--- src/rtl/hack_mem_pkg.sv ---
// Shared types for the Hack RAM front end: data word, port id, default burst cap.
// No logic here; purely declarations.
package hack_mem_pkg;
    typedef logic [15:0] word_t;

    typedef enum logic {
        PORT0 = 1'b0,
        PORT1 = 1'b1
    } port_id_t;

    localparam int DEFAULT_MAX_BURST = 4;
endpackage

--- src/rtl/ram_arbiter_if.sv ---
// Bundles both requester ports and the RAM pins of the arbiter.
// slave = arbiter side, master = requesters + RAM side.
interface ram_arbiter_if #(
    parameter int WIDTH = 3
);
    import hack_mem_pkg::*;

    logic             p0_req;
    logic             p0_we;
    logic [WIDTH-1:0] p0_addr;
    word_t            p0_wdata;
    logic             p0_gnt;
    word_t            p0_rdata;
    logic             p0_rvalid;

    logic             p1_req;
    logic             p1_we;
    logic [WIDTH-1:0] p1_addr;
    word_t            p1_wdata;
    logic             p1_gnt;
    word_t            p1_rdata;
    logic             p1_rvalid;

    logic [WIDTH-1:0] ram_address;
    word_t            ram_in;
    logic             ram_load;
    word_t            ram_out;

    modport slave (
        input  p0_req, p0_we, p0_addr, p0_wdata,
        input  p1_req, p1_we, p1_addr, p1_wdata,
        input  ram_out,
        output p0_gnt, p0_rdata, p0_rvalid,
        output p1_gnt, p1_rdata, p1_rvalid,
        output ram_address, ram_in, ram_load
    );

    modport master (
        output p0_req, p0_we, p0_addr, p0_wdata,
        output p1_req, p1_we, p1_addr, p1_wdata,
        output ram_out,
        input  p0_gnt, p0_rdata, p0_rvalid,
        input  p1_gnt, p1_rdata, p1_rvalid,
        input  ram_address, ram_in, ram_load
    );
endinterface

--- src/rtl/rr_pick.sv ---
// Round-robin pick between two requesters with a burst cap on the current owner.
// Purely combinational; a losing requester just keeps req asserted.
module rr_pick
    import hack_mem_pkg::*;
(
    input  logic [1:0] req_i,
    input  port_id_t   owner_i,
    input  logic       busy_i,
    input  logic       cnt_lt_max_i,
    output logic       grant_valid_o,
    output port_id_t   sel_o
);
    port_id_t other;
    assign other = port_id_t'(~owner_i);

    always_comb begin
        grant_valid_o = 1'b1;
        sel_o         = owner_i;
        // Owner keeps the RAM while bursting, unless capped and the other side waits.
        if (busy_i && req_i[owner_i] && (cnt_lt_max_i || !req_i[other])) begin
            sel_o = owner_i;
        end else if (req_i[other]) begin
            sel_o = other;
        end else if (req_i[owner_i]) begin
            sel_o = owner_i;
        end else begin
            grant_valid_o = 1'b0;
        end
    end
endmodule

--- src/rtl/ram_arbiter.sv ---
// Shares one single-port Hack RAM between two requesters, round-robin with a burst cap.
// Grant is same-cycle; read data returns one cycle later with a one-cycle rvalid.
module ram_arbiter
    import hack_mem_pkg::*;
#(
    parameter int SIZE      = 8,
    parameter int WIDTH     = $clog2(SIZE),
    parameter int MAX_BURST = DEFAULT_MAX_BURST
) (
    input logic          clk,
    input logic          reset,
    ram_arbiter_if.slave bus
);
    localparam int             CW   = $clog2(MAX_BURST + 1);
    localparam logic [CW-1:0]  MAXC = CW'(MAX_BURST);

    port_id_t      owner_q, owner_d;
    logic          busy_q, busy_d;
    logic [CW-1:0] cnt_q, cnt_d;
    word_t         p0_rdata_q, p0_rdata_d, p1_rdata_q, p1_rdata_d;
    logic          p0_rvalid_q, p0_rvalid_d, p1_rvalid_q, p1_rvalid_d;

    logic             pick_vld, gnt_vld;
    port_id_t         sel;
    logic             sel_we;
    logic [WIDTH-1:0] sel_addr;
    word_t            sel_wdata;

    rr_pick u_pick (
        .req_i         ({bus.p1_req, bus.p0_req}),
        .owner_i       (owner_q),
        .busy_i        (busy_q),
        .cnt_lt_max_i  (cnt_q < MAXC),
        .grant_valid_o (pick_vld),
        .sel_o         (sel)
    );

    // Nothing touches the RAM while reset is held.
    assign gnt_vld   = pick_vld && !reset;
    assign sel_we    = (sel == PORT1) ? bus.p1_we    : bus.p0_we;
    assign sel_addr  = (sel == PORT1) ? bus.p1_addr  : bus.p0_addr;
    assign sel_wdata = (sel == PORT1) ? bus.p1_wdata : bus.p0_wdata;

    assign bus.p0_gnt      = gnt_vld && (sel == PORT0);
    assign bus.p1_gnt      = gnt_vld && (sel == PORT1);
    assign bus.ram_address = gnt_vld ? sel_addr  : '0;
    assign bus.ram_in      = gnt_vld ? sel_wdata : '0;
    assign bus.ram_load    = gnt_vld && sel_we;

    assign bus.p0_rdata  = p0_rdata_q;
    assign bus.p0_rvalid = p0_rvalid_q;
    assign bus.p1_rdata  = p1_rdata_q;
    assign bus.p1_rvalid = p1_rvalid_q;

    always_comb begin
        owner_d     = owner_q;
        busy_d      = 1'b0;
        cnt_d       = '0;
        p0_rdata_d  = p0_rdata_q;
        p1_rdata_d  = p1_rdata_q;
        p0_rvalid_d = 1'b0;
        p1_rvalid_d = 1'b0;
        if (gnt_vld) begin
            busy_d  = 1'b1;
            owner_d = sel;
            if (busy_q && (sel == owner_q)) begin
                cnt_d = (cnt_q == MAXC) ? cnt_q : cnt_q + 1'b1;
            end else begin
                cnt_d = CW'(1);
            end
            if (!sel_we) begin
                if (sel == PORT0) begin
                    p0_rdata_d  = bus.ram_out;
                    p0_rvalid_d = 1'b1;
                end else begin
                    p1_rdata_d  = bus.ram_out;
                    p1_rvalid_d = 1'b1;
                end
            end
        end
    end

    always_ff @(posedge clk) begin
        if (reset) begin
            owner_q     <= PORT1;
            busy_q      <= 1'b0;
            cnt_q       <= '0;
            p0_rdata_q  <= '0;
            p1_rdata_q  <= '0;
            p0_rvalid_q <= 1'b0;
            p1_rvalid_q <= 1'b0;
        end else begin
            owner_q     <= owner_d;
            busy_q      <= busy_d;
            cnt_q       <= cnt_d;
            p0_rdata_q  <= p0_rdata_d;
            p1_rdata_q  <= p1_rdata_d;
            p0_rvalid_q <= p0_rvalid_d;
            p1_rvalid_q <= p1_rvalid_d;
        end
    end
endmodule

--- src/flat_wrapper.sv ---
// flat-port wrapper written by rule: the top's interface ports become plain ports
module ram_arbiter_flat import hack_mem_pkg::*;
#(
    parameter int SIZE      = 8,
    parameter int WIDTH     = $clog2(SIZE),
    parameter int MAX_BURST = DEFAULT_MAX_BURST
)
  (clk, reset, bus_p0_req, bus_p0_we, bus_p0_addr, bus_p0_wdata, bus_p1_req, bus_p1_we, bus_p1_addr, bus_p1_wdata, bus_ram_out, bus_p0_gnt, bus_p0_rdata, bus_p0_rvalid, bus_p1_gnt, bus_p1_rdata, bus_p1_rvalid, bus_ram_address, bus_ram_in, bus_ram_load);
  ram_arbiter_if #(.WIDTH(WIDTH)) bus_i ();
  input logic clk;
  input logic reset;
  input wire logic [$bits(bus_i.p0_req)-1:0] bus_p0_req;
  input wire logic [$bits(bus_i.p0_we)-1:0] bus_p0_we;
  input wire logic [$bits(bus_i.p0_addr)-1:0] bus_p0_addr;
  input wire logic [$bits(bus_i.p0_wdata)-1:0] bus_p0_wdata;
  input wire logic [$bits(bus_i.p1_req)-1:0] bus_p1_req;
  input wire logic [$bits(bus_i.p1_we)-1:0] bus_p1_we;
  input wire logic [$bits(bus_i.p1_addr)-1:0] bus_p1_addr;
  input wire logic [$bits(bus_i.p1_wdata)-1:0] bus_p1_wdata;
  input wire logic [$bits(bus_i.ram_out)-1:0] bus_ram_out;
  output wire logic [$bits(bus_i.p0_gnt)-1:0] bus_p0_gnt;
  output wire logic [$bits(bus_i.p0_rdata)-1:0] bus_p0_rdata;
  output wire logic [$bits(bus_i.p0_rvalid)-1:0] bus_p0_rvalid;
  output wire logic [$bits(bus_i.p1_gnt)-1:0] bus_p1_gnt;
  output wire logic [$bits(bus_i.p1_rdata)-1:0] bus_p1_rdata;
  output wire logic [$bits(bus_i.p1_rvalid)-1:0] bus_p1_rvalid;
  output wire logic [$bits(bus_i.ram_address)-1:0] bus_ram_address;
  output wire logic [$bits(bus_i.ram_in)-1:0] bus_ram_in;
  output wire logic [$bits(bus_i.ram_load)-1:0] bus_ram_load;
  assign bus_i.p0_req = bus_p0_req;
  assign bus_i.p0_we = bus_p0_we;
  assign bus_i.p0_addr = bus_p0_addr;
  assign bus_i.p0_wdata = bus_p0_wdata;
  assign bus_i.p1_req = bus_p1_req;
  assign bus_i.p1_we = bus_p1_we;
  assign bus_i.p1_addr = bus_p1_addr;
  assign bus_i.p1_wdata = bus_p1_wdata;
  assign bus_i.ram_out = bus_ram_out;
  assign bus_p0_gnt = bus_i.p0_gnt;
  assign bus_p0_rdata = bus_i.p0_rdata;
  assign bus_p0_rvalid = bus_i.p0_rvalid;
  assign bus_p1_gnt = bus_i.p1_gnt;
  assign bus_p1_rdata = bus_i.p1_rdata;
  assign bus_p1_rvalid = bus_i.p1_rvalid;
  assign bus_ram_address = bus_i.ram_address;
  assign bus_ram_in = bus_i.ram_in;
  assign bus_ram_load = bus_i.ram_load;
  ram_arbiter #(.SIZE(SIZE), .WIDTH(WIDTH), .MAX_BURST(MAX_BURST)) u_core (.clk(clk), .reset(reset), .bus(bus_i));
endmodule
--- config.mk ---
export PLATFORM = sky130hd
export DESIGN_NAME = ram_arbiter_flat
export DESIGN_NICKNAME = d
export VERILOG_FILES = /design/src/rtl/hack_mem_pkg.sv /design/src/rtl/ram_arbiter_if.sv /design/src/rtl/rr_pick.sv /design/src/rtl/ram_arbiter.sv /design/src/flat_wrapper.sv
export SDC_FILE = /design/constraint.sdc
export NUM_CORES = 1
export LEC_CHECK = 0
export ABC_AREA = 0
export CAP_MARGIN = 10
export CORE_UTILIZATION = 38
export CTS_BUF_LIST = sky130_fd_sc_hd__clkbuf_2 sky130_fd_sc_hd__clkbuf_4 sky130_fd_sc_hd__clkbuf_8
export CTS_CLUSTER_SIZE = 28
export DETAILED_ROUTE_END_ITERATION = 6
export GPL_TIMING_DRIVEN = 1
export PLACE_DENSITY_LB_ADDON = 0.1
export SYNTH_ARGS = -nofsm -noshare
export SYNTH_HDL_FRONTEND = slang
export SYNTH_SLANG_ARGS = --single-unit
export TNS_END_PERCENT = 100
--- constraint.sdc ---
create_clock -name clk -period 1.65 [get_ports clk]
set_input_delay 0.2475 -clock clk [delete_from_list [all_inputs] [get_ports clk]]
set_output_delay 0.2475 -clock clk [all_outputs]
set_load 0.005 [all_outputs]
Yosys cells after proc, flatten, opt, wreduce, memory -nomap -nowiden
Cells that the tools add are included.

storage, ports and cells
  input bits = 60
  logic and storage cells = 54
  register bits after elaboration = 39

cells by class
  bitwise logic cells = 5
  muxes and demuxes = 19
  order comparisons = 3
  equality and inequality tests = 3
  add/subtract/negate cells = 1
  reductions and logical operators = 15

operators by type and width
  kind                                                                   count
  16-bit 2-to-1 mux                                                      2
  1-bit 2-to-1 mux                                                       15
  1-bit logical AND                                                      7
  3-bit 2-to-1 mux                                                       2
  3-bit AND reduction                                                    2
  3-bit OR reduction                                                     2
  1-bit inverter                                                         5
  1-bit by 2-bit < comparator with 1-bit output (second input constant)  2
  3-bit by 1-bit adder with 3-bit output (second input constant)         1
  3-bit == test (second input constant)                                  1
  3-bit < comparator (second input constant)                             1
  1-bit logical NOT                                                      2
  2-bit inequality test (second input constant)                          1
  2-bit OR reduction                                                     1
  1-bit == test                                                          1
  1-bit logical OR                                                       1

Longest topological paths before layout
Gate-level depths: netlist of run 1.

  depth in word-level cells = 11
  depth in mapped cells = 6
  gate-level depth less buffers = 5

By module
From an unflattened synthesis of run 1, not the netlist that was laid out.

unflattened totals
  cells, all modules = 221
  area, all modules = 1840.5 um2

by module, submodules not included
  module       seq. area each (um2)  instances  area an instance (um2)  cells an instance
  ram_arbiter  780.7                 1          1796.7                  215
  rr_pick      0.0                   1          43.8                    6

Worst setup path before layout of run 1
Ideal clock, no wire load.

  kind = reg-to-output
  start point = register u_core.owner_q
  end point = output port bus_ram_address[0]
  cell stages (with the launch flop) = 6
  slack = 213 ps
  path buffers = 2
  arrival = 1190 ps
  cells stage by stage = dfxtp_1 -> buf_6 -> nand2b_1 -> o2111a_1 -> buf_6 -> a22o_1

on the way
  word-level cells in the longest chain between the ends = 8
  elaborated cells on any way between the ends = 17
  those cells by class = mux: 11; bitwise: 1; reduce/logical: 5

ends and longest elaborated chain
  what                                                   line                                  RTL
  start: declaration                                     ram_arbiter.sv:17                     port_id_t owner_q, owner_d;
  start signal: assignment                               ram_arbiter.sv:93                     owner_q <= owner_d;
  1-bit 2-to-1 mux (not written as such) (2 in a row)    rr_pick.sv:20, rr_pick.sv:22
  1-bit logical NOT                                      rr_pick.sv:20                         if (busy_i && req_i[owner_i] && (cnt_lt_max_i || !req_i[other])) begin
  1-bit logical OR                                       rr_pick.sv:20
  1-bit logical AND                                      rr_pick.sv:20
  1-bit 2-to-1 mux                                       rr_pick.sv:20
  3-bit 2-to-1 mux or 1-bit logical AND (tied branches)  ram_arbiter.sv:41, ram_arbiter.sv:39
  3-bit 2-to-1 mux (*)                                   ram_arbiter.sv:46                     assign bus.ram_address = gnt_vld ? sel_addr : '0;
  end: declaration                                       flat_wrapper.sv:27                    output wire logic [$bits(bus_i.ram_address)-1:0] bus_ram_address;

Mark *: on every way between the ends. The rest lies on a longest branch, timed or not. The select of a mux whose other input is x is not followed.

Final worst setup path of run 1
  start point = register u_core.owner_q
  end point = output port bus_ram_in[13]

on the way
  word-level cells in the longest chain between the ends = 8
  elaborated cells on any way between the ends = 17
  those cells by class = mux: 11; bitwise: 1; reduce/logical: 5

ends and longest elaborated chain
  what                                                    line                                  RTL
  1-bit 2-to-1 mux (not written as such) (2 in a row)     rr_pick.sv:20, rr_pick.sv:22
  1-bit logical NOT                                       rr_pick.sv:20
  1-bit logical OR                                        rr_pick.sv:20
  1-bit logical AND                                       rr_pick.sv:20
  1-bit 2-to-1 mux                                        rr_pick.sv:20
  16-bit 2-to-1 mux or 1-bit logical AND (tied branches)  ram_arbiter.sv:42, ram_arbiter.sv:39
  16-bit 2-to-1 mux (*)                                   ram_arbiter.sv:47                     assign bus.ram_in = gnt_vld ? sel_wdata : '0;
  end: declaration                                        flat_wrapper.sv:28                    output wire logic [$bits(bus_i.ram_in)-1:0] bus_ram_in;

Marked as above.

==> results of run 1 <==
-- registers in the layout (all words and copies together) (netlist names) --
name,count
u_core.bus.p0_rdata,16
u_core.bus.p1_rvalid,1
u_core.busy_q,1
u_core.cnt_q,3
u_core.bus.p1_rdata,16
u_core.bus.p0_rvalid,1
u_core.owner_q,1
-- power by group --
group          total [mW]  leakage [nW]  switching, mW  internal [mW]
sequential           1.02         0.320         0.0284          0.993
combinational       0.561          1.22          0.195          0.366
clock               0.637        0.0470          0.309          0.328
total                2.22          1.58          0.533           1.69
-- worst max-delay path: stages, from the launching register on --
cell and delay (ns):
dfxtp_4 0.36, nand2b_4 0.14, o2111a_2 0.29, buf_6 0.14, buf_6 0.11, a22o_1 0.20, buf_2 0.13
-- stage by stage --
stage / worst slack (ns) / setup TNS [ns] / hold WS, ns / instance area [um^2] / utilization (%)
after floorplan: 0.213 / 0 / 0.320 / 1820 / -
after global placement: -0.548 / -14.17 / 0.444 / 3060 / 68.5
after detailed placement: -0.574 / -15.81 / 0.452 / 3060 / 68.5
after CTS: -0.256 / -4.65 / 0.462 / 3200 / 71.5
after global routing: -0.312 / -5.89 / 0.478 / 3210 / 71.7
final: -0.258 / -4.49 / 0.459 / 3210 / 71.7
-- cell families (layout without fill, tap and decap cells) --
kind of cell,Yosys count,count (layout)
xor gates and xnor gates,1,1
adders and majority gates,2,2
muxes,35,35
buffers and inverters,33,169
DFF,39,39
AOI/OAI and AO/OA,30,30
and+or+nand+nor,44,44
-- final timing paths --
kind,startpoint,end,slack (ns),cells past startpoint
min reg2reg,u_core.bus.p1_rdata[8]$_SDFFE_PP0P_,u_core.bus.p1_rdata[8]$_SDFFE_PP0P_,0.46,2
max,u_core.owner_q$_SDFFE_PP1P_,bus_ram_in[13],-0.26,6
min,u_core.bus.p1_rdata[8]$_SDFFE_PP0P_,u_core.bus.p1_rdata[8]$_SDFFE_PP0P_,0.46,2
max reg2reg,u_core.owner_q$_SDFFE_PP1P_,u_core.bus.p0_rdata[11]$_SDFFE_PP0P_,0.19,5
-- layout by cell type (no fill, tap or decap), drive strengths merged, types with 7 or more instances in the layout --
cell           count
dfxtp             39
buf               47
inv               21
clkbuf             7
nand2             35
clkdlybuf4s50     91
mux2i             34
a22o              20
-- cell type report --
class / count / area (um^2) / share of cell area (%)
clock inverter: 1 / 5.00 / 0.156
inverter: 21 / 78.8 / 2.46
multi-input combinational: 112 / 865 / 26.9
tap: 52 / 65.1 / 2.03
clock buffer: 6 / 82.6 / 2.57
timing repair buffer: 141 / 1330 / 41.3
sequential: 39 / 787 / 24.5
-- timing repair --
| item | in CTS | in global routing |
|---|---|---|
| gates cloned | 4 | 0 |
| hold endpoints to repair | 0 | 0 |
| resized for setup | 109 | 3 |
| buffers inserted | 4 | 1 |
| pin swaps | 16 | 2 |
| setup endpoints to repair | 22 | 22 |
-- metal layers --
layer	vias to the layer above	global-route usage [%]	share of wire, %
met2	73	39.3	49
met5	-	0	0
li1	902	-	-
met3	9	8.02	9.1
met4	0	6.89	1.5
met1	840	25.6	40
==> out/results.ini, run 1 <==
[clock_network]
clk_pin_slew_ns=0.07
cts_tree=done
cts_num_sinks=39
insertion_delay_ns=0.28
numCtsBuffers=5
hold_buffers=0
cts_buffer_depth=2
cts.htree.levels=2
clockRootBuffer=clkbuf_8

[synthesis]
synth_cells=184
yosysTopAreaCell=dfxtp_1
synth-simple-area-share_pct=11.1
synth_xor_area_share_pct=0.480
yosysMostFrequentCell=dfxtp_1
synth_cell_types=30
synth_ff_type=dfxtp_1
synth_compound_area_share_pct=14.3
synth-seq-cells=39
synth_top_family_by_area=multiplexers
seq_area_frac_synth_pct=42.8
synth_fa_ha_area_share_pct=1.37
syn_area_um2=1820
synth_edf_count=0
ys.warnings.count=0
synthMuxAreaShare_pct=19.3
synth.avg_cell_area_um2=9.91
synth_nets=246
yosysTopAreaCellShare_pct=42.8
async_flop_share_pct=0
synth_common_cells=dfxtp_1, nand2_1, mux2i_1, a22o_1, inv_1
synthTopCellsByArea=dfxtp_1, mux2i_1, a22o_1

[routing]
first_iter_violations=53
postRouteAntennaNets=0
viasPerCell=4.90
first_pass_iters=7
routed_wl_um=5600
via_count=1824
wl_per_cell_um=15.1
remaining_drc_errors=9

[die]
die_h_um=71.3
die_w_um=71.3
ioPinCount=116
initial_core_util_pct=40.7
core_um2=4470
fp-row-count=24
die_area_um2=5080

[critical_path]
cp_data_arrival_time_ns=1.66
crit_fanout=5
crit_required_ns=1.40
critPathLaunchType=flip-flop
end_kind=output pin
worst-setup-path-type=reg -> out

[hold_path]
hold_path.class=reg -> reg

[global_route]
grt_first_pass_wirelength_um=8740
grt_overflow=0
grt_start_max_net_pins=34
grt_use_total_pct=22.4
antenna_found_initial=0
first_global_vias=1783

[finish]
fillCellCount=363
layout.nets=382
syn_to_final_growth_pct=76.0
drive_gt1_share_pct=21.3
instances_no_fill=372
diodes=0

[power_and_ir_drop]
power_mw=2.22
p_per_area_nw_per_um2=692
peakVddDrop_v=0.000653
leakage_nw=1.58

[sta]
rsz0062_at_grt=yes
min_period_ns=1.91
max_slew_margin_pct=74.8
slew_viol_final=0
layout_setup_ws_ns=-0.258
setup_viol=22
clock_skew_ns=0.00540
worstMarginPinSlew_ns=0.377
fmax_mhz=524
post-route-period-util_pct=116
finalHoldViolCount=0

[run_status]
status=complete, but fails checks
violations=DRC, setup timing

[placement]
gp_congestion=0.773
io_buffers=115
dpl.cell_count=356
dpl.hpwl_um=3950

[flow_run]
cap_violations=0

No activity file was read; power rests on OpenSTA's default activity.
==> inputs of run 2 (changes only) <==
- CORE_MARGIN: unset -> 5
- SLEW_MARGIN: unset -> 15
- TNS_END_PERCENT: 100 -> 1
==> out/results.ini, run 2 (synthesis gave the netlist of run 1 again) <==
[critical_path]
end_kind=output pin  ; unchanged
worst-setup-path-type=reg -> out  ; unchanged
cp_data_arrival_time_ns=1.69  ; was 1.66 ns
crit_required_ns=1.40  ; about the same
critPathLaunchType=flip-flop  ; unchanged
crit_fanout=6  ; was 5

[sta]
layout_setup_ws_ns=-0.290  ; was -0.258 ns
slew_viol_final=0  ; unchanged
max_slew_margin_pct=77.1  ; was 74.8%
clock_skew_ns=0.00782  ; was 0.00540 ns
worstMarginPinSlew_ns=0.344  ; was 0.377 ns
setup_viol=38  ; was 22
post-route-period-util_pct=118  ; was 116%
hold_ws_ns=0.462  ; was 0.459 ns
min_period_ns=1.94  ; was 1.91 ns
fmax_mhz=516  ; was 524 MHz
finalHoldViolCount=0  ; unchanged
rsz0062_at_grt=yes  ; unchanged
tns_ns=-7.63  ; was -4.49 ns

[routing]
remaining_drc_errors=0  ; was 9
highest_layer=met4  ; unchanged
viasPerCell=4.84  ; was 4.90
first_pass_iters=4  ; was 7
wl_per_cell_um=16.2  ; was 15.1 um
first_iter_violations=55  ; was 53
routed_wl_um=6160  ; was 5600 um
postRouteAntennaNets=0  ; unchanged
wl_met1_um=2560  ; was 2270 um
dr_wl_met2_um=2950  ; was 2740 um
via_count=1845  ; was 1824
wl_met3_um=552  ; was 512 um

[power_and_ir_drop]
p_seq_share_pct=43.9  ; was 46.0%
p_per_area_nw_per_um2=695  ; was 692 nW/um^2
peakVddDrop_v=0.000574  ; was 0.000653 V
power.share.combinational_pct=25.7  ; was 25.3%
leakage_nw=1.64  ; was 1.58 nW
power_switching_uw=560  ; was 533 uW
swShare_pct=24.1  ; was 24.0%
clockPowerShare_pct=30.4  ; was 28.7%
intPower_mw=1.76  ; was 1.69 mW

[finish]
fillCellCount=380  ; was 363
layout.nets=388  ; was 382
instances_no_fill=381  ; was 372
mostFrequentLayoutCells=clkdlybuf4s50_1, dfxtp_1, nand2_1, mux2i_1  ; unchanged
syn_to_final_growth_pct=83.3  ; was 76.0%
drive_gt1_share_pct=22.6  ; was 21.3%
diodes=0  ; unchanged
layout_commonest_cell=clkdlybuf4s50_1  ; unchanged
utilization_pct=71.2  ; was 71.7%

[die]
die_area_um2=6280  ; was 5080 um^2
die_h_um=79.3  ; was 71.3 um
fp-row-count=25  ; was 24
ioPinCount=116  ; unchanged
die_w_um=79.3  ; was 71.3 um
core_um2=4690  ; was 4470 um^2
initial_core_util_pct=38.9  ; was 40.7%

[clock_network]
cts_buffer_depth=2  ; unchanged
clk_pin_slew_ns=0.07  ; about the same
numCtsBuffers=5  ; unchanged
cts_num_sinks=39  ; unchanged
clockRootBuffer=clkbuf_8  ; unchanged
insertion_delay_ns=0.29  ; was 0.28 ns
cts_tree=done  ; unchanged
cts.htree.levels=2  ; unchanged

[global_route]
first_global_vias=1867  ; was 1783
grt_overflow=0  ; unchanged
grt_start_max_net_pins=34  ; unchanged
grt_use_total_pct=19.6  ; was 22.4%
grt_first_pass_wirelength_um=9570  ; was 8740 um
antenna_found_initial=0  ; unchanged

[hold_path]
hold_path.class=reg -> reg  ; unchanged

[placement]
dpl.cell_count=360  ; was 356
gp_congestion=0.804  ; was 0.773
io_buffers=115  ; unchanged
post-place-ws_ns=-0.620  ; was -0.574 ns
dpl.hpwl_um=4350  ; was 3950 um

[flow_run]
cap_violations=0  ; unchanged

[run_status]
violations=setup timing  ; was DRC, setup timing
status=complete, but fails checks  ; unchanged

run 2: metrics by stage:
| stage | power (mW) | area [um^2] |
|---|---|---|
| detailed placement | 1.60 | 3090 |
| global route | 2.43 | 3340 |
| global placement | 1.59 | 3090 |
| finish | 2.32 | 3340 |
| floorplan | 1.23 | 1820 |
| CTS | 2.32 | 3310 |
run 2: cell type report:
class                           instances  area (um^2)  share of cell area [%]
Sequential cell                        39          787                    23.5
Tap cell                               54         67.6                    2.02
Timing Repair Buffer                  147         1430                    42.7
Inverter                               21         78.8                    2.36
Multi-Input combinational cell        112          878                    26.3
Clock buffer                            7         96.3                    2.88
Clock inverter                          1         7.51                   0.225
run 2: final timing paths:
kind                                                            from                                    to  slack, ns  depth (start not counted)
worst min-delay path            u_core.bus.p0_rdata[13]$_SDFFE_PP0P_  u_core.bus.p0_rdata[13]$_SDFFE_PP0P_       0.46                          2
worst min register to register  u_core.bus.p0_rdata[13]$_SDFFE_PP0P_  u_core.bus.p0_rdata[13]$_SDFFE_PP0P_       0.46                          2
worst max register to register          u_core.cnt_q[2]$_SDFFE_PP0N_   u_core.bus.p0_rdata[0]$_SDFFE_PP0P_      -0.16                          9
worst max-delay path                    u_core.cnt_q[2]$_SDFFE_PP0N_                         bus_ram_in[1]      -0.29                          6
run 2: power groups by stage:
stage,registers [mW],clock network (mW),logic (mW)
2_1_floorplan,1.04,0,0.190
3_3_place_gp,1.04,0,0.552
4_1_cts,1.02,0.715,0.587
3_5_place_dp,1.04,0,0.557
6_report,1.02,0.706,0.597
5_1_grt,1.03,0.766,0.640
run 2: routing by layer:
layer	track usage (%)	vias to the layer above
met4	5.33	0
met5	0	-
met1	22.3	827
li1	-	916
met3	6.58	11
met2	34.8	91
run 2: critical path, stage by stage (launching register included):
cell,delay (ns)
dfxtp_4,0.37
nand4b_1,0.20
o2111a_2,0.21
buf_4,0.15
buf_12,0.12
a22o_1,0.21
buf_2,0.13
run 2: timing repair:
| action | 4_1_cts | 5_1_grt |
|---|---|---|
| hold buffers | 0 | 0 |
| pin swaps | 21 | 2 |
| setup endpoints to repair | 22 | 53 |
| gates cloned | 4 | 0 |
| gates resized for setup | 103 | 3 |
| buffers inserted | 9 | 2 |
==> inputs of run 3 (changes only) <==
- ABC_AREA: 0 -> 1
- CORE_UTILIZATION: 38 -> 41
==> out/results.ini, run 3 <==
[global_route]
grt_use_total_pct=20.5  ; was 19.6%
first_global_vias=2521  ; was 1867
antenna_found_initial=0  ; unchanged
grt_overflow=0  ; unchanged
grt_start_max_net_pins=33  ; was 34
grt_first_pass_wirelength_um=12000  ; was 9570 um

[routing]
viasPerCell=4.55  ; was 4.84
first_iter_violations=80  ; was 55
postRouteAntennaNets=0  ; unchanged
wl_per_cell_um=12.9  ; was 16.2 um
remaining_drc_errors=0  ; unchanged
via_count=2666  ; was 1845
routed_wl_um=7550  ; was 6160 um
first_pass_iters=4  ; unchanged

[die]
initial_core_util_pct=41.6  ; was 38.9%
ioPinCount=116  ; unchanged
die_area_um2=7110  ; was 6280 um^2
die_w_um=84.3  ; was 79.3 um
die_h_um=84.3  ; was 79.3 um
fp-row-count=27  ; was 25
core_um2=5440  ; was 4690 um^2

[sta]
max_slew_margin_pct=82.5  ; was 77.1%
slew_viol_final=0  ; unchanged
fmax_mhz=486  ; was 516 MHz
post-route-period-util_pct=125  ; was 118%
finalHoldViolCount=0  ; unchanged
worstMarginPinSlew_ns=0.263  ; was 0.344 ns
clock_skew_ns=0.00905  ; was 0.00782 ns
min_period_ns=2.06  ; was 1.94 ns
layout_setup_ws_ns=-0.410  ; was -0.290 ns
rsz0062_at_grt=yes  ; unchanged
setup_viol=38  ; unchanged

[run_status]
violations=setup timing  ; unchanged
status=complete, but fails checks  ; unchanged

[clock_network]
cts.htree.levels=2  ; unchanged
numCtsBuffers=5  ; unchanged
cts_tree=done  ; unchanged
cts_buffer_depth=2  ; unchanged
cts_num_sinks=39  ; unchanged
insertion_delay_ns=0.30  ; was 0.29 ns
clk_pin_slew_ns=0.08  ; was 0.07 ns
clockRootBuffer=clkbuf_8  ; unchanged

[finish]
drive_gt1_share_pct=21.0  ; was 22.6%
layout.nets=575  ; was 388
multi_input_area_um2=1150  ; was 878 um^2
seqCellArea_um2=785  ; was 787 um^2
layout_commonest_cell=nand2_1  ; was clkdlybuf4s50_1
fillCellCount=440  ; was 380
utilization_pct=73.1  ; was 71.2%
instances_no_fill=586  ; was 381
mostFrequentLayoutCells=nand2_1, clkdlybuf4s50_1, inv_1, dfxtp_1, nor2_1  ; was clkdlybuf4s50_1, dfxtp_1, nand2_1, mux2i_1
diodes=0  ; unchanged
fin_area_um2=3970  ; was 3340 um^2
syn_to_final_growth_pct=75.6  ; was 83.3%

[power_and_ir_drop]
power_switching_uw=888  ; was 560 uW
power_mw=2.94  ; was 2.32 mW
swShare_pct=30.2  ; was 24.1%
p_per_area_nw_per_um2=739  ; was 695 nW/um^2
clockPowerShare_pct=27.7  ; was 30.4%
peakVddDrop_v=0.000582  ; was 0.000574 V
leakage_nw=2.01  ; was 1.64 nW
p_seq_share_pct=35.8  ; was 43.9%
power.share.combinational_pct=36.5  ; was 25.7%
intPower_mw=2.05  ; was 1.76 mW

[synthesis]
ys.warnings.count=0  ; unchanged
yosysMostFrequentCell=nand2_1  ; was dfxtp_1
synth_edf_count=0  ; unchanged
synthTopCellsByArea=dfxtp_1, nand2_1, inv_1  ; was dfxtp_1, mux2i_1, a22o_1
synth.avg_cell_area_um2=6.08  ; was 9.91 um^2
synth_cells=372  ; was 184
synth_nets=434  ; was 246
seq_area_frac_synth_pct=34.5  ; was 42.8%
yosysTopAreaCell=dfxtp_1  ; unchanged
yosysTopAreaCellShare_pct=34.5  ; was 42.8%
synth_cell_types=26  ; was 30
synth-seq-cells=39  ; unchanged
async_flop_share_pct=0  ; unchanged
syn_area_um2=2260  ; was 1820 um^2
synth_ff_type=dfxtp_1  ; unchanged
synth_common_cells=nand2_1, inv_1, dfxtp_1, nor2_1, nand4_1  ; was dfxtp_1, nand2_1, mux2i_1, a22o_1, inv_1

[flow_run]
cap_violations=0  ; unchanged

[critical_path]
crit_chain=inv_4 > nor2_4 > nor2_4 > nand2_4 > buf_6 > nand2_4 > nand2_4 > nand2_4 > inv_8 > clkbuf_16 > nand2_1 > nand2_1 > clkbuf_2  ; was nand4b_1 > o2111a_2 > buf_4 > buf_12 > a22o_1 > buf_2
crit_fanout=5  ; was 6
critPathLaunchType=flip-flop  ; unchanged
r2r_end=u_core.bus.p0_rdata[13]$_SDFFE_PP0P_  ; was u_core.bus.p0_rdata[0]$_SDFFE_PP0P_
reg2reg_depth=15  ; was 9
crit_required_ns=1.40  ; about the same
cp.depth=13  ; was 6
cp_data_arrival_time_ns=1.81  ; was 1.69 ns
crit_path_frequent_cell=nand2_4
rr_startpoint=u_core.owner_q$_SDFFE_PP1P_  ; was u_core.cnt_q[2]$_SDFFE_PP0N_
crit_family=simple AND/OR/NAND/NOR gates  ; was compound AO/OA/AOI/OAI gates
end_kind=output pin  ; unchanged
critPathSlowestCell=dfxtp_4  ; unchanged
path_buf_inv=5  ; was 3
r2r_setup_slack_ns=-0.27  ; was -0.16 ns
worst-setup-path-type=reg -> out  ; unchanged
cpPeakStageDelay_ns=0.37  ; about the same

[placement]
dpl.hpwl_um=5200  ; was 4350 um
dpl.cell_count=562  ; was 360
post-place-ws_ns=-0.802  ; was -0.620 ns
io_buffers=115  ; unchanged
place_area_um2=3600  ; was 3090 um^2
gp_congestion=0.914  ; was 0.804

[hold_path]
hold_end=u_core.cnt_q[1]$_SDFFE_PP0N_  ; was u_core.bus.p0_rdata[13]$_SDFFE_PP0P_
min_from=u_core.cnt_q[1]$_SDFFE_PP0N_  ; was u_core.bus.p0_rdata[13]$_SDFFE_PP0P_
hold_path.class=reg -> reg  ; unchanged
worst_hold_path.num_cells=2  ; unchanged

## run 3: changes by cell type after synthesis, moves of 6 or more
cell     delta
a22o_1     -20
buf_4       +6
inv_1      +72
mux2i_1    -34
nand2_1    +95
nand2_2     +7
nand4_1    +32
nor2_1     +32
## run 3: layer usage
metal	share of wire [%]	global-route usage, %
met1	44	26.1
met2	47	35.4
met5	0	0
met4	1.8	5.41
met3	6.6	3.73
## run 3: cell families (layout without fill, tap and decap cells)
family,Yosys count,count (layout),synth area share [%]
AND/OR/NAND/NOR,210,210,41.2
buffers and inverters,112,254,20.6
flip-flops,39,39,34.5
AO/OA/AOI/OAI,7,7,1.82
adder cells (fa/ha/maj),2,2,1.11
XOR/XNOR,2,2,0.774
## run 3: worst max-delay path by stage
stage | to | start
4_1_cts | bus_ram_in[14] | u_core.owner_q$_SDFFE_PP1P_
3_3_place_gp | bus_ram_in[3] | bus_p1_req
6_report | bus_ram_in[15] | u_core.owner_q$_SDFFE_PP1P_
2_1_floorplan | bus_ram_address[0] | u_core.owner_q$_SDFFE_PP1P_
5_1_grt | bus_ram_address[2] | u_core.owner_q$_SDFFE_PP1P_
3_5_place_dp | bus_ram_address[1] | bus_p1_req
## run 3: power groups by stage
stage	clock network, mW	registers (mW)	logic (mW)
4_1_cts	0.826	1.05	1.02
3_5_place_dp	0	1.07	0.914
5_1_grt	0.877	1.06	1.17
6_report	0.814	1.05	1.07
3_3_place_gp	0	1.07	0.902
2_1_floorplan	0	1.07	0.403
## run 3: layout make-up
| type | instances | area share, % |
|---|---|---|
| Timing Repair Buffer | 151 | 36.9 |
| Clock inverter | 3 | 1.10 |
| Multi-Input combinational cell | 221 | 29.0 |
| Inverter | 95 | 9.23 |
| Tap cell | 72 | 2.27 |
| Clock buffer | 5 | 1.73 |
| Sequential cell | 39 | 19.7 |
## run 3: worst register-to-register path, stage by stage (launching register included)
cell,delay (ns)
dfxtp_4,0.37
inv_4,0.08
nor2_4,0.04
nor2_4,0.17
nand2_4,0.09
buf_6,0.13
nand2_4,0.06
nand2_4,0.06
buf_4,0.13
buf_4,0.12
buf_4,0.12
buf_4,0.13
buf_12,0.14
nand4_1,0.07
nand2_1,0.08
nor2_1,0.09
## run 3: metrics by stage
stage / hold slack, ns / TNS [ns]
final: 0.503 / -12.02
after global routing: 0.523 / -15.60
after CTS: 0.507 / -13.17
after detailed placement: 0.495 / -27.66
after global placement: 0.493 / -25.42
after floorplan: 0.406 / 0
## run 3: what timing repair did
item,CTS,global route
cloned,3,1
hold buffers,0,0
pin swaps,6,14
setup endpoints to repair,41,44
buffers inserted,12,2
gates resized for setup,95,39
